`src/rtl/hazard_unit_mc_if.sv`:
```
// Signal bundle between the 5-stage pipeline datapath and the hazard unit.
// The master modport is the datapath side; the slave modport is the hazard unit.
interface hazard_unit_mc_if #(
    parameter int REG_AW = 5,
    parameter int CNT_W  = 32
);
    logic [REG_AW-1:0] RsD;
    logic [REG_AW-1:0] RtD;
    logic              BranchD;
    logic [REG_AW-1:0] RsE;
    logic [REG_AW-1:0] RtE;
    logic [REG_AW-1:0] WriteRegE;
    logic [1:0]        MemtoRegE;
    logic              RegWriteE;
    logic              DivStartE;
    logic [REG_AW-1:0] WriteRegM;
    logic [1:0]        MemtoRegM;
    logic              RegWriteM;
    logic              ExceptM;
    logic [REG_AW-1:0] WriteRegW;
    logic              RegWriteW;
    logic              StatClr;

    logic              StallF;
    logic              StallD;
    logic              StallE;
    logic              FlushD;
    logic              FlushE;
    logic              FlushM;
    logic              FlushW;
    logic              ForwardAD;
    logic              ForwardBD;
    logic [1:0]        ForwardAE;
    logic [1:0]        ForwardBE;
    logic              DivBusy;
    logic              DivDoneE;
    logic [CNT_W-1:0]  StallCycles;

    modport master (
        output RsD, RtD, BranchD, RsE, RtE, WriteRegE, MemtoRegE, RegWriteE,
               DivStartE, WriteRegM, MemtoRegM, RegWriteM, ExceptM,
               WriteRegW, RegWriteW, StatClr,
        input  StallF, StallD, StallE, FlushD, FlushE, FlushM, FlushW,
               ForwardAD, ForwardBD, ForwardAE, ForwardBE,
               DivBusy, DivDoneE, StallCycles
    );

    modport slave (
        input  RsD, RtD, BranchD, RsE, RtE, WriteRegE, MemtoRegE, RegWriteE,
               DivStartE, WriteRegM, MemtoRegM, RegWriteM, ExceptM,
               WriteRegW, RegWriteW, StatClr,
        output StallF, StallD, StallE, FlushD, FlushE, FlushM, FlushW,
               ForwardAD, ForwardBD, ForwardAE, ForwardBE,
               DivBusy, DivDoneE, StallCycles
    );
endinterface

```
`src/rtl/hazard_unit_mc.sv`:
```
// Hazard unit for the 5-stage MIPS pipeline: forwarding, load-use and branch
// stalls, a multi-cycle divider stall FSM, exception flush and a stall counter.
module hazard_unit_mc #(
    parameter int REG_AW     = 5,
    parameter int DIV_CYCLES = 32,
    parameter int CNT_W      = 32
) (
    input  logic                   clk,
    input  logic                   rst,
    hazard_unit_mc_if.slave        hif
);

    typedef enum logic [1:0] {
        S_IDLE,
        S_BUSY,
        S_DONE
    } div_state_t;

    localparam logic [1:0] MEM_LOAD = 2'b11;
    localparam logic [7:0] DIV_LOAD = 8'(DIV_CYCLES - 1);

    div_state_t        r_state;
    div_state_t        w_state_next;
    logic [7:0]        r_cnt;
    logic [7:0]        w_cnt_next;
    logic [CNT_W-1:0]  r_stall_cycles;

    logic              w_rs_d_nz;
    logic              w_rt_d_nz;
    logic              w_lw_stall;
    logic              w_br_stall;
    logic              w_haz_stall;
    logic              w_div_stall;
    logic              w_stall_f;
    logic [1:0]        w_fwd_ae;
    logic [1:0]        w_fwd_be;

    // ---------------- forwarding ----------------
    assign w_rs_d_nz = (hif.RsD != '0);
    assign w_rt_d_nz = (hif.RtD != '0);

    assign hif.ForwardAD = w_rs_d_nz && (hif.RsD == hif.WriteRegM) && hif.RegWriteM;
    assign hif.ForwardBD = w_rt_d_nz && (hif.RtD == hif.WriteRegM) && hif.RegWriteM;

    // NOTE: every always_comb output gets a default first so no latch is inferred.
    always_comb begin
        w_fwd_ae = 2'b00;
        w_fwd_be = 2'b00;
        // M is checked last so it wins over W; register 0 is never forwarded.
        if ((hif.RsE != '0) && (hif.RsE == hif.WriteRegW) && hif.RegWriteW) w_fwd_ae = 2'b01;
        if ((hif.RsE != '0) && (hif.RsE == hif.WriteRegM) && hif.RegWriteM) w_fwd_ae = 2'b10;
        if ((hif.RtE != '0) && (hif.RtE == hif.WriteRegW) && hif.RegWriteW) w_fwd_be = 2'b01;
        if ((hif.RtE != '0) && (hif.RtE == hif.WriteRegM) && hif.RegWriteM) w_fwd_be = 2'b10;
    end

    assign hif.ForwardAE = w_fwd_ae;
    assign hif.ForwardBE = w_fwd_be;

    // ---------------- pipeline hazards ----------------
    assign w_lw_stall = (hif.MemtoRegE == MEM_LOAD) && hif.RegWriteE && (hif.WriteRegE != '0)
                     && ((hif.WriteRegE == hif.RsD) || (hif.WriteRegE == hif.RtD));

    assign w_br_stall = hif.BranchD && (
                          (hif.RegWriteE && (hif.WriteRegE != '0)
                           && ((hif.WriteRegE == hif.RsD) || (hif.WriteRegE == hif.RtD)))
                       || ((hif.MemtoRegM == MEM_LOAD) && (hif.WriteRegM != '0)
                           && ((hif.WriteRegM == hif.RsD) || (hif.WriteRegM == hif.RtD))));

    assign w_haz_stall = w_lw_stall || w_br_stall;

    // ---------------- divider stall FSM ----------------
    // NOTE: sequential state uses non-blocking assignments only.
    always_ff @(posedge clk or posedge rst) begin
        if (rst) begin
            r_state <= S_IDLE;
            r_cnt   <= '0;
        end else begin
            r_state <= w_state_next;
            r_cnt   <= w_cnt_next;
        end
    end

    always_comb begin
        w_state_next = r_state;
        w_cnt_next   = r_cnt;
        case (r_state)
            S_IDLE: begin
                if (hif.DivStartE) begin
                    w_state_next = S_BUSY;
                    w_cnt_next   = DIV_LOAD;
                end
            end
            S_BUSY: begin
                w_cnt_next = r_cnt - 8'd1;
                if (r_cnt == 8'd1) w_state_next = S_DONE;
            end
            S_DONE:  w_state_next = S_IDLE;
            default: w_state_next = S_IDLE;
        endcase
        // An exception in M abandons any divide, including one starting now.
        if (hif.ExceptM) begin
            w_state_next = S_IDLE;
            w_cnt_next   = '0;
        end
    end

    // The start cycle stalls combinationally, giving DIV_CYCLES stalls in total.
    assign w_div_stall = ((r_state == S_IDLE) && hif.DivStartE) || (r_state == S_BUSY);

    // ---------------- stall / flush combination ----------------
    assign w_stall_f    = (w_haz_stall || w_div_stall) && !hif.ExceptM;
    assign hif.StallF   = w_stall_f;
    assign hif.StallD   = w_stall_f;
    assign hif.StallE   = w_div_stall && !hif.ExceptM;
    // A divide holds E in place, so no bubble goes into E while it runs.
    assign hif.FlushE   = (w_haz_stall && !w_div_stall) || hif.ExceptM;
    assign hif.FlushM   = w_div_stall || hif.ExceptM;
    assign hif.FlushD   = hif.ExceptM;
    assign hif.FlushW   = hif.ExceptM;
    assign hif.DivBusy  = (r_state == S_BUSY);
    assign hif.DivDoneE = (r_state == S_DONE) && !hif.ExceptM;

    // ---------------- stall-cycle counter ----------------
    always_ff @(posedge clk or posedge rst) begin
        if (rst) begin
            r_stall_cycles <= '0;
        end else if (hif.StatClr) begin
            r_stall_cycles <= '0;
        end else if (w_stall_f && !(&r_stall_cycles)) begin
            r_stall_cycles <= r_stall_cycles + CNT_W'(1);
        end
    end

    assign hif.StallCycles = r_stall_cycles;

endmodule

```
`src/flat_wrapper.sv`:
```
// flat-port wrapper written by rule: the top's interface ports become plain ports
module hazard_unit_mc_flat 
#(
    parameter int REG_AW     = 5,
    parameter int DIV_CYCLES = 32,
    parameter int CNT_W      = 32
)
  (clk, rst, hif_RsD, hif_RtD, hif_BranchD, hif_RsE, hif_RtE, hif_WriteRegE, hif_MemtoRegE, hif_RegWriteE, hif_DivStartE, hif_WriteRegM, hif_MemtoRegM, hif_RegWriteM, hif_ExceptM, hif_WriteRegW, hif_RegWriteW, hif_StatClr, hif_StallF, hif_StallD, hif_StallE, hif_FlushD, hif_FlushE, hif_FlushM, hif_FlushW, hif_ForwardAD, hif_ForwardBD, hif_ForwardAE, hif_ForwardBE, hif_DivBusy, hif_DivDoneE, hif_StallCycles);
  hazard_unit_mc_if #(.REG_AW(REG_AW), .CNT_W(CNT_W)) hif_i ();
  input  logic clk;
  input  logic rst;
  input wire logic [$bits(hif_i.RsD)-1:0] hif_RsD;
  input wire logic [$bits(hif_i.RtD)-1:0] hif_RtD;
  input wire logic [$bits(hif_i.BranchD)-1:0] hif_BranchD;
  input wire logic [$bits(hif_i.RsE)-1:0] hif_RsE;
  input wire logic [$bits(hif_i.RtE)-1:0] hif_RtE;
  input wire logic [$bits(hif_i.WriteRegE)-1:0] hif_WriteRegE;
  input wire logic [$bits(hif_i.MemtoRegE)-1:0] hif_MemtoRegE;
  input wire logic [$bits(hif_i.RegWriteE)-1:0] hif_RegWriteE;
  input wire logic [$bits(hif_i.DivStartE)-1:0] hif_DivStartE;
  input wire logic [$bits(hif_i.WriteRegM)-1:0] hif_WriteRegM;
  input wire logic [$bits(hif_i.MemtoRegM)-1:0] hif_MemtoRegM;
  input wire logic [$bits(hif_i.RegWriteM)-1:0] hif_RegWriteM;
  input wire logic [$bits(hif_i.ExceptM)-1:0] hif_ExceptM;
  input wire logic [$bits(hif_i.WriteRegW)-1:0] hif_WriteRegW;
  input wire logic [$bits(hif_i.RegWriteW)-1:0] hif_RegWriteW;
  input wire logic [$bits(hif_i.StatClr)-1:0] hif_StatClr;
  output wire logic [$bits(hif_i.StallF)-1:0] hif_StallF;
  output wire logic [$bits(hif_i.StallD)-1:0] hif_StallD;
  output wire logic [$bits(hif_i.StallE)-1:0] hif_StallE;
  output wire logic [$bits(hif_i.FlushD)-1:0] hif_FlushD;
  output wire logic [$bits(hif_i.FlushE)-1:0] hif_FlushE;
  output wire logic [$bits(hif_i.FlushM)-1:0] hif_FlushM;
  output wire logic [$bits(hif_i.FlushW)-1:0] hif_FlushW;
  output wire logic [$bits(hif_i.ForwardAD)-1:0] hif_ForwardAD;
  output wire logic [$bits(hif_i.ForwardBD)-1:0] hif_ForwardBD;
  output wire logic [$bits(hif_i.ForwardAE)-1:0] hif_ForwardAE;
  output wire logic [$bits(hif_i.ForwardBE)-1:0] hif_ForwardBE;
  output wire logic [$bits(hif_i.DivBusy)-1:0] hif_DivBusy;
  output wire logic [$bits(hif_i.DivDoneE)-1:0] hif_DivDoneE;
  output wire logic [$bits(hif_i.StallCycles)-1:0] hif_StallCycles;
  assign hif_i.RsD = hif_RsD;
  assign hif_i.RtD = hif_RtD;
  assign hif_i.BranchD = hif_BranchD;
  assign hif_i.RsE = hif_RsE;
  assign hif_i.RtE = hif_RtE;
  assign hif_i.WriteRegE = hif_WriteRegE;
  assign hif_i.MemtoRegE = hif_MemtoRegE;
  assign hif_i.RegWriteE = hif_RegWriteE;
  assign hif_i.DivStartE = hif_DivStartE;
  assign hif_i.WriteRegM = hif_WriteRegM;
  assign hif_i.MemtoRegM = hif_MemtoRegM;
  assign hif_i.RegWriteM = hif_RegWriteM;
  assign hif_i.ExceptM = hif_ExceptM;
  assign hif_i.WriteRegW = hif_WriteRegW;
  assign hif_i.RegWriteW = hif_RegWriteW;
  assign hif_i.StatClr = hif_StatClr;
  assign hif_StallF = hif_i.StallF;
  assign hif_StallD = hif_i.StallD;
  assign hif_StallE = hif_i.StallE;
  assign hif_FlushD = hif_i.FlushD;
  assign hif_FlushE = hif_i.FlushE;
  assign hif_FlushM = hif_i.FlushM;
  assign hif_FlushW = hif_i.FlushW;
  assign hif_ForwardAD = hif_i.ForwardAD;
  assign hif_ForwardBD = hif_i.ForwardBD;
  assign hif_ForwardAE = hif_i.ForwardAE;
  assign hif_ForwardBE = hif_i.ForwardBE;
  assign hif_DivBusy = hif_i.DivBusy;
  assign hif_DivDoneE = hif_i.DivDoneE;
  assign hif_StallCycles = hif_i.StallCycles;
  hazard_unit_mc #(.REG_AW(REG_AW), .DIV_CYCLES(DIV_CYCLES), .CNT_W(CNT_W)) u_core (.clk(clk), .rst(rst), .hif(hif_i));
endmodule
```
`config.mk`:
```
export PLATFORM = sky130hd
export DESIGN_NAME = hazard_unit_mc_flat
export DESIGN_NICKNAME = d
export VERILOG_FILES = /design/src/rtl/hazard_unit_mc_if.sv /design/src/rtl/hazard_unit_mc.sv /design/src/flat_wrapper.sv
export SDC_FILE = /design/constraint.sdc
export NUM_CORES = 1
export LEC_CHECK = 0
export ABC_CLOCK_PERIOD_IN_PS = 2300
export CAP_MARGIN = 15
export CORE_MARGIN = 1.5
export CORE_UTILIZATION = 43
export CTS_CLUSTER_DIAMETER = 100
export CTS_CLUSTER_SIZE = 25
export DETAILED_ROUTE_END_ITERATION = 12
export MAX_ROUTING_LAYER = met4
export PLACE_DENSITY = 0.83
export SLEW_MARGIN = 20
export SYNTH_ARGS = -nofsm -noshare
export SYNTH_HDL_FRONTEND = slang
export SYNTH_SLANG_ARGS = --single-unit
```
`constraint.sdc`:
```
create_clock -name clk -period 2.3 [get_ports clk]
set_input_delay 0.23 -clock clk [delete_from_list [all_inputs] [get_ports clk]]
set_output_delay 0.23 -clock clk [all_outputs]
set_load 0.02 [all_outputs]
```
Word level (Yosys, flattened, before mapping)
Cells that the tools add are included.
- bits in registers: 42
- word-level logic and storage cells: 84
- add/sub/neg operators: 2
- equal/unequal tests: 17
- muxes and demuxes: 13
- reductions and logical operators: 49
- operator list (operator ; count):
    2-to-1 mux 32 bit ; 2
    == test 5 bit ; 10
    adder 32 x 1 -> 32 bit, second input constant ; 1
    AND reduction 32 bit ; 1
    nonzero test 5 bit ; 6
    logical AND 1 bit ; 26
    2-to-1 mux 8 bit ; 2
    one-hot mux 8 bit (2 select lines) ; 1
    2-to-1 mux 2 bit ; 5
    == test 8 x 1 -> 1 bit, second input constant ; 1
    logical OR 1 bit ; 8
    subtractor 8 x 1 -> 8 bit, second input constant ; 1
    == test 2 bit, second input constant ; 3
    one-hot mux 2 bit (2 select lines) ; 1
    AND reduction 2 bit ; 2
    logical NOT 1 bit ; 3
    != test 3 x 2 -> 1 bit, second input constant ; 1
    != test 3 bit, second input constant ; 1
    nonzero test 3 bit ; 1
    == test 2 x 1 -> 1 bit, second input constant ; 1
    logical NOT 2 bit ; 1
    2-to-1 mux 1 bit ; 2
    nonzero test 2 bit ; 1

Depth between registers and ports, before layout
- depth after elaboration: 11
- gate-level depth with buffers: 11
- depth with buffers taken out: 7

Worst setup path after synthesis
No wires, ideal clock.
- path type: register to register
- start point: register u_core.r_stall_cycles[0], in the netlist u_core.hif.StallCycles[0]
- end point: register u_core.r_stall_cycles[30], in the netlist u_core.hif.StallCycles[30]
- data arrival time: 2.181 ns
- required time: 2.172 ns
- path slack: -0.009 ns
- cell stages (with the launch flop): 7
- buffers on the path: 0
- cells stage by stage: dfrtp_1 -> ha_1 -> nand3_1 -> or3_1 -> or4b_1 -> nor3_1 -> mux2_1
- word-level cells in the longest chain between the ends: 4
- elaborated cells between the ends (all ways): 7
- classes of those cells: add/sub: 1; mux: 2; reduce/logical: 4
- RTL lines (item ; RTL line ; text):
    start: declaration ; hazard_unit_mc.sv:26 ; logic [CNT_W-1:0] r_stall_cycles;
    start signal: assignment ; hazard_unit_mc.sv:130 ; r_stall_cycles <= r_stall_cycles + CNT_W'(1);
    parallel branches: the longest is 4 deep, another holds adder 32 x 1 -> 32 bit ; n/a ;
Parallel ways; which one is timed is not known. The select of a mux whose other input is x is not followed.
A chain may end at the register's enable or synchronous reset.

Worst setup path in the final report
- start point: input port hif_RtD[0]
- end point: register u_core.r_stall_cycles[20], in the netlist u_core.hif.StallCycles[20]
- word-level cells in the longest chain between the ends: 10
- elaborated cells between the ends (all ways): 14
- classes of those cells: eq/ne: 2; reduce/logical: 12
- RTL lines (item ; RTL line ; text):
    start: declaration ; flat_wrapper.sv:13 ; input wire logic [$bits(hif_i.RtD)-1:0] hif_RtD;
    == test 5 bit (on tied branches) ; hazard_unit_mc.sv:61, hazard_unit_mc.sv:65, hazard_unit_mc.sv:67 ;
    logical OR 1 bit (on tied branches) ; hazard_unit_mc.sv:61, hazard_unit_mc.sv:65, hazard_unit_mc.sv:67 ;
    logical AND 1 bit (on tied branches) ; hazard_unit_mc.sv:65, hazard_unit_mc.sv:67 ;
    logical OR 1 bit ; hazard_unit_mc.sv:66 ; || ((hif.MemtoRegM == MEM_LOAD) && (hif.WriteRegM != '0)
    logical AND 1 bit ; hazard_unit_mc.sv:63 ; assign w_br_stall = hif.BranchD && (
    logical OR 1 bit * ; hazard_unit_mc.sv:69 ; assign w_haz_stall = w_lw_stall || w_br_stall;
    logical OR 1 bit * ; hazard_unit_mc.sv:111 ; assign w_stall_f = (w_haz_stall || w_div_stall) && !hif.ExceptM;
    logical AND 1 bit * ; hazard_unit_mc.sv:111 ;
    logical AND 1 bit * ; hazard_unit_mc.sv:129 ; end else if (w_stall_f && !(&r_stall_cycles)) begin
    nonzero test 2 bit (no line) * ; n/a ;
Mark *: on every way between the ends. The rest lies on a longest branch, timed or not.

==> flow_metrics.py <==
metrics = {
    "status": {
        "status": "finished, final reports clean",
    },
    "logic_synthesis": {
        "synth_area_um2": 3080,
        "synth-seq-cells": 42,
        "synth_edf_count": 0,
        "synth.distinct_cells": 43,
        "ys_top_cells_by_area": "dfrtp_1, xnor2_1, or4_1",
        "synth.top_cell.area_share_pct": 34.1,
        "ys.flop_type": "dfrtp_1",
        "yosys.area.top_type": "dfrtp_1",
        "yosysMostFrequentCell": "dfrtp_1",
        "netlist_instances": 364,
        "async_flop_share_pct": 100,
        "synth_nets": 415,
        "ys_seq_area_share_pct": 34.1,
        "synth_common_cells": "dfrtp_1, xnor2_1, nor2_1",
        "avgSynthCellArea_um2": 8.47,
        "yosys_warnings": 0,
    },
    "setup_path": {
        "endpoint_kind": "flop",
        "rrSetupSlack_ps": 80,
        "setup.worst_path.class": "in -> reg",
        "timing.rr.end": "u_core.hif.StallCycles[5]",
        "cp-endpoint": "u_core.hif.StallCycles[20]",
        "worstPathRequired_ps": 2530,
        "crit_fanout": 25,
        "r2r_cells": 8,
        "reg2reg_from": "u_core.hif.StallCycles[17]",
        "setup.worst_path.start_class": "input pin",
        "arrival_ps": 2510,
        "cp-startpoint": "hif_RtD[0]",
    },
    "job": {
        "max_cap_violations": 0,
    },
    "cts": {
        "cts-htree-levels": 2,
        "clock-sinks": 42,
        "cts_buffers": 5,
        "cts_root_buf": "clkbuf_8",
        "cts.path.max_buffers": 2,
        "clk_latency_ps": 300,
        "postCtsHoldBufs": 0,
        "cts_tree": "done",
        "path_clk_slew_ps": 90,
    },
    "sta": {
        "report.final.slew_viol_count": 0,
        "worst_slew_pin_slew_ps": 827,
        "fmax_mhz": 438,
        "setup_viol": 0,
        "fin_crit_sh_pct": 99.2,
        "rsz0062_at_grt": "yes",
        "hold_viol_final": 0,
        "whs_ps": 368,
        "worst_clock_skew_ps": 11.6,
        "finalSetupTns_ps": 0,
        "layout_min_cycle_time_ps": 2280,
        "relSlewSlack_pct": 44.7,
    },
    "floorplanning": {
        "fp.dieH_um": 87.7,
        "start_util_pct": 44.9,
        "rows": 30,
        "die-area_um2": 7690,
        "die_w_um": 87.7,
        "io_pins": 95,
        "core-area_um2": 6870,
    },
    "global_routing": {
        "antenna_found_initial": 0,
        "grt_pass1_wl_mm": 15.5,
        "overflow": 0,
        "grt_max_degree": 43,
        "grt_pass1_vias": 3321,
        "groute.usage.overall_pct": 26.6,
    },
    "hold_path": {
        "min_path_type": "in -> async",
    },
    "routing": {
        "drtIter0Drc": 218,
        "ant_nets": 0,
        "routed_wl_mm": 9.78,
        "firstDrtPassIters": 4,
        "viasPerCell": 5.65,
        "drc": 0,
        "vias": 3395,
        "wl_per_cell_um": 16.3,
    },
    "finish": {
        "diodes": 0,
        "layout.cells.non_filler": 601,
        "fin_area_um2": 4700,
        "final-seq-area_um2": 1050,
        "nets": 555,
        "area_delta_synth_final_pct": 52.6,
        "multiInputGateArea_um2": 1950,
        "drive_above_1_share_pct": 22.8,
        "fillers": 539,
    },
    "place": {
        "dpl_cell_area_um2": 4480,
        "dp.cells": 592,
        "portBuffers": 94,
        "hpwl_mm": 7.47,
        "gp_congestion": 0.987,
    },
    "power_and_ir_drop": {
        "clockPowerShare_pct": 29.2,
        "leakage_nw": 1.89,
        "p_int_w": 0.00123,
        "p_per_area_nw_per_um2": 376,
        "seqPwrFrac_pct": 43.7,
        "power_switching_w": 0.000540,
        "finalPower_w": 0.00177,
        "peakVddDrop_v": 0.000315,
        "p_comb_share_pct": 27.1,
        "p_sw_share_pct": 30.5,
    },
}
[critical path: stages]
cell and delay (ps):
clkdlybuf4s50_1 510, xnor2_1 120, nand3_1 130, o22ai_2 180, o2111ai_2 140, and3_4 200
buf_4 160, buf_12 160, or4_1 510, a21oi_1 170
[sequential cells by signal, indices dropped and copies added, names as in the netlist]
signal                  flops
u_core.r_cnt                8
u_core.hif.StallCycles     32
u_core.r_state              2
[metrics by stage]
stage | setup slack [ps] | utilization [%]
after floorplan | 9.80 | -
after global placement | -351 | 65.3
after detailed placement | -444 | 65.3
after CTS | 6.00 | 66.4
after global routing | -31.1 | 68.5
final | 18.0 | 68.5
[power groups by stage]
stage / Clock, W / Sequential [W] / Combinational [W]
final: 0.000517 / 0.000772 / 0.000479
after CTS: 0.000521 / 0.000772 / 0.000465
after global routing: 0.000554 / 0.000775 / 0.000518
after global placement: 0 / 0.000785 / 0.000459
after detailed placement: 0 / 0.000786 / 0.000476
after floorplan: 0 / 0.000787 / 0.000246
[cells by family (layout without fill, tap and decap cells)]
logic type | Yosys count | count (layout) | share of synthesized area (%)
buffers and inverters | 35 | 176 | 6.66
muxes | 6 | 6 | 2.19
xor gates and xnor gates | 40 | 40 | 11.4
AOI/OAI and AO/OA | 74 | 74 | 14.9
DFF | 42 | 42 | 34.1
adders and majority gates | 3 | 3 | 1.22
and+or+nand+nor | 164 | 164 | 29.6
[cells in the final DEF (no fill, tap or decap), drive strengths merged, types with 2 or more instances in the layout]
master and instances:
buf 67, a211oi 2, nor2b 6, a21o 2
o31ai 19, or2 3, nand3 26, o22ai 3
dlymetal6s2s 3, a21oi 27, mux2 6, or4 27
or3 7, xnor2 32, nor2 31, ha 3
or4b 3, a22o 2, inv 8, nand2 21
o21ai 13, nand4 12, and3 7, clkdlybuf4s50 67
clkbuf 8, dlygate4sd2 20, a311oi 2, o2111ai 2
nor3 15, xor2 8, dfrtp 42, nor4 3
[cell type report]
cell class	count	area share (%)
flip-flops and latches	42	22.4
clock buffers	6	1.76
well taps	96	2.55
inverters	8	0.638
multi-input cells	287	41.4
clock inverters	2	0.266
repair buffers	160	30.9
[routing by layer]
| metal | vias up | wire length, µm | share of wire (%) | GRT usage, % |
|---|---|---|---|---|
| met5 | - | 0 | 0 | - |
| met3 | 21 | 478 | 4.9 | 4.71 |
| met4 | 0 | 223 | 2.3 | 8.95 |
| met1 | 1629 | 4130 | 42 | 33.2 |
| li1 | 1626 | - | - | - |
| met2 | 119 | 4950 | 51 | 43.6 |
[worst min-delay path by stage]
stage	startpoint	to	slack [ps]	cells after the start
detailed placement	u_core.r_cnt[6]	u_core.r_cnt[6]	490	2
global placement	u_core.r_cnt[6]	u_core.r_cnt[6]	470	2
CTS	rst	u_core.hif.StallCycles[3]	390	3
finish	rst	u_core.hif.StallCycles[2]	370	3
floorplan	u_core.r_cnt[6]	u_core.r_cnt[6]	450	2
global route	rst	u_core.r_cnt[5]	440	3
[timing repair]
| action | in CTS | in global routing |
|---|---|---|
| pin swaps | 0 | 10 |
| endpoints found under the setup margin | 33 | 34 |
| buffers inserted | 0 | 1 |
| gates resized for setup | 32 | 40 |
(Power assumes the default switching activity.)
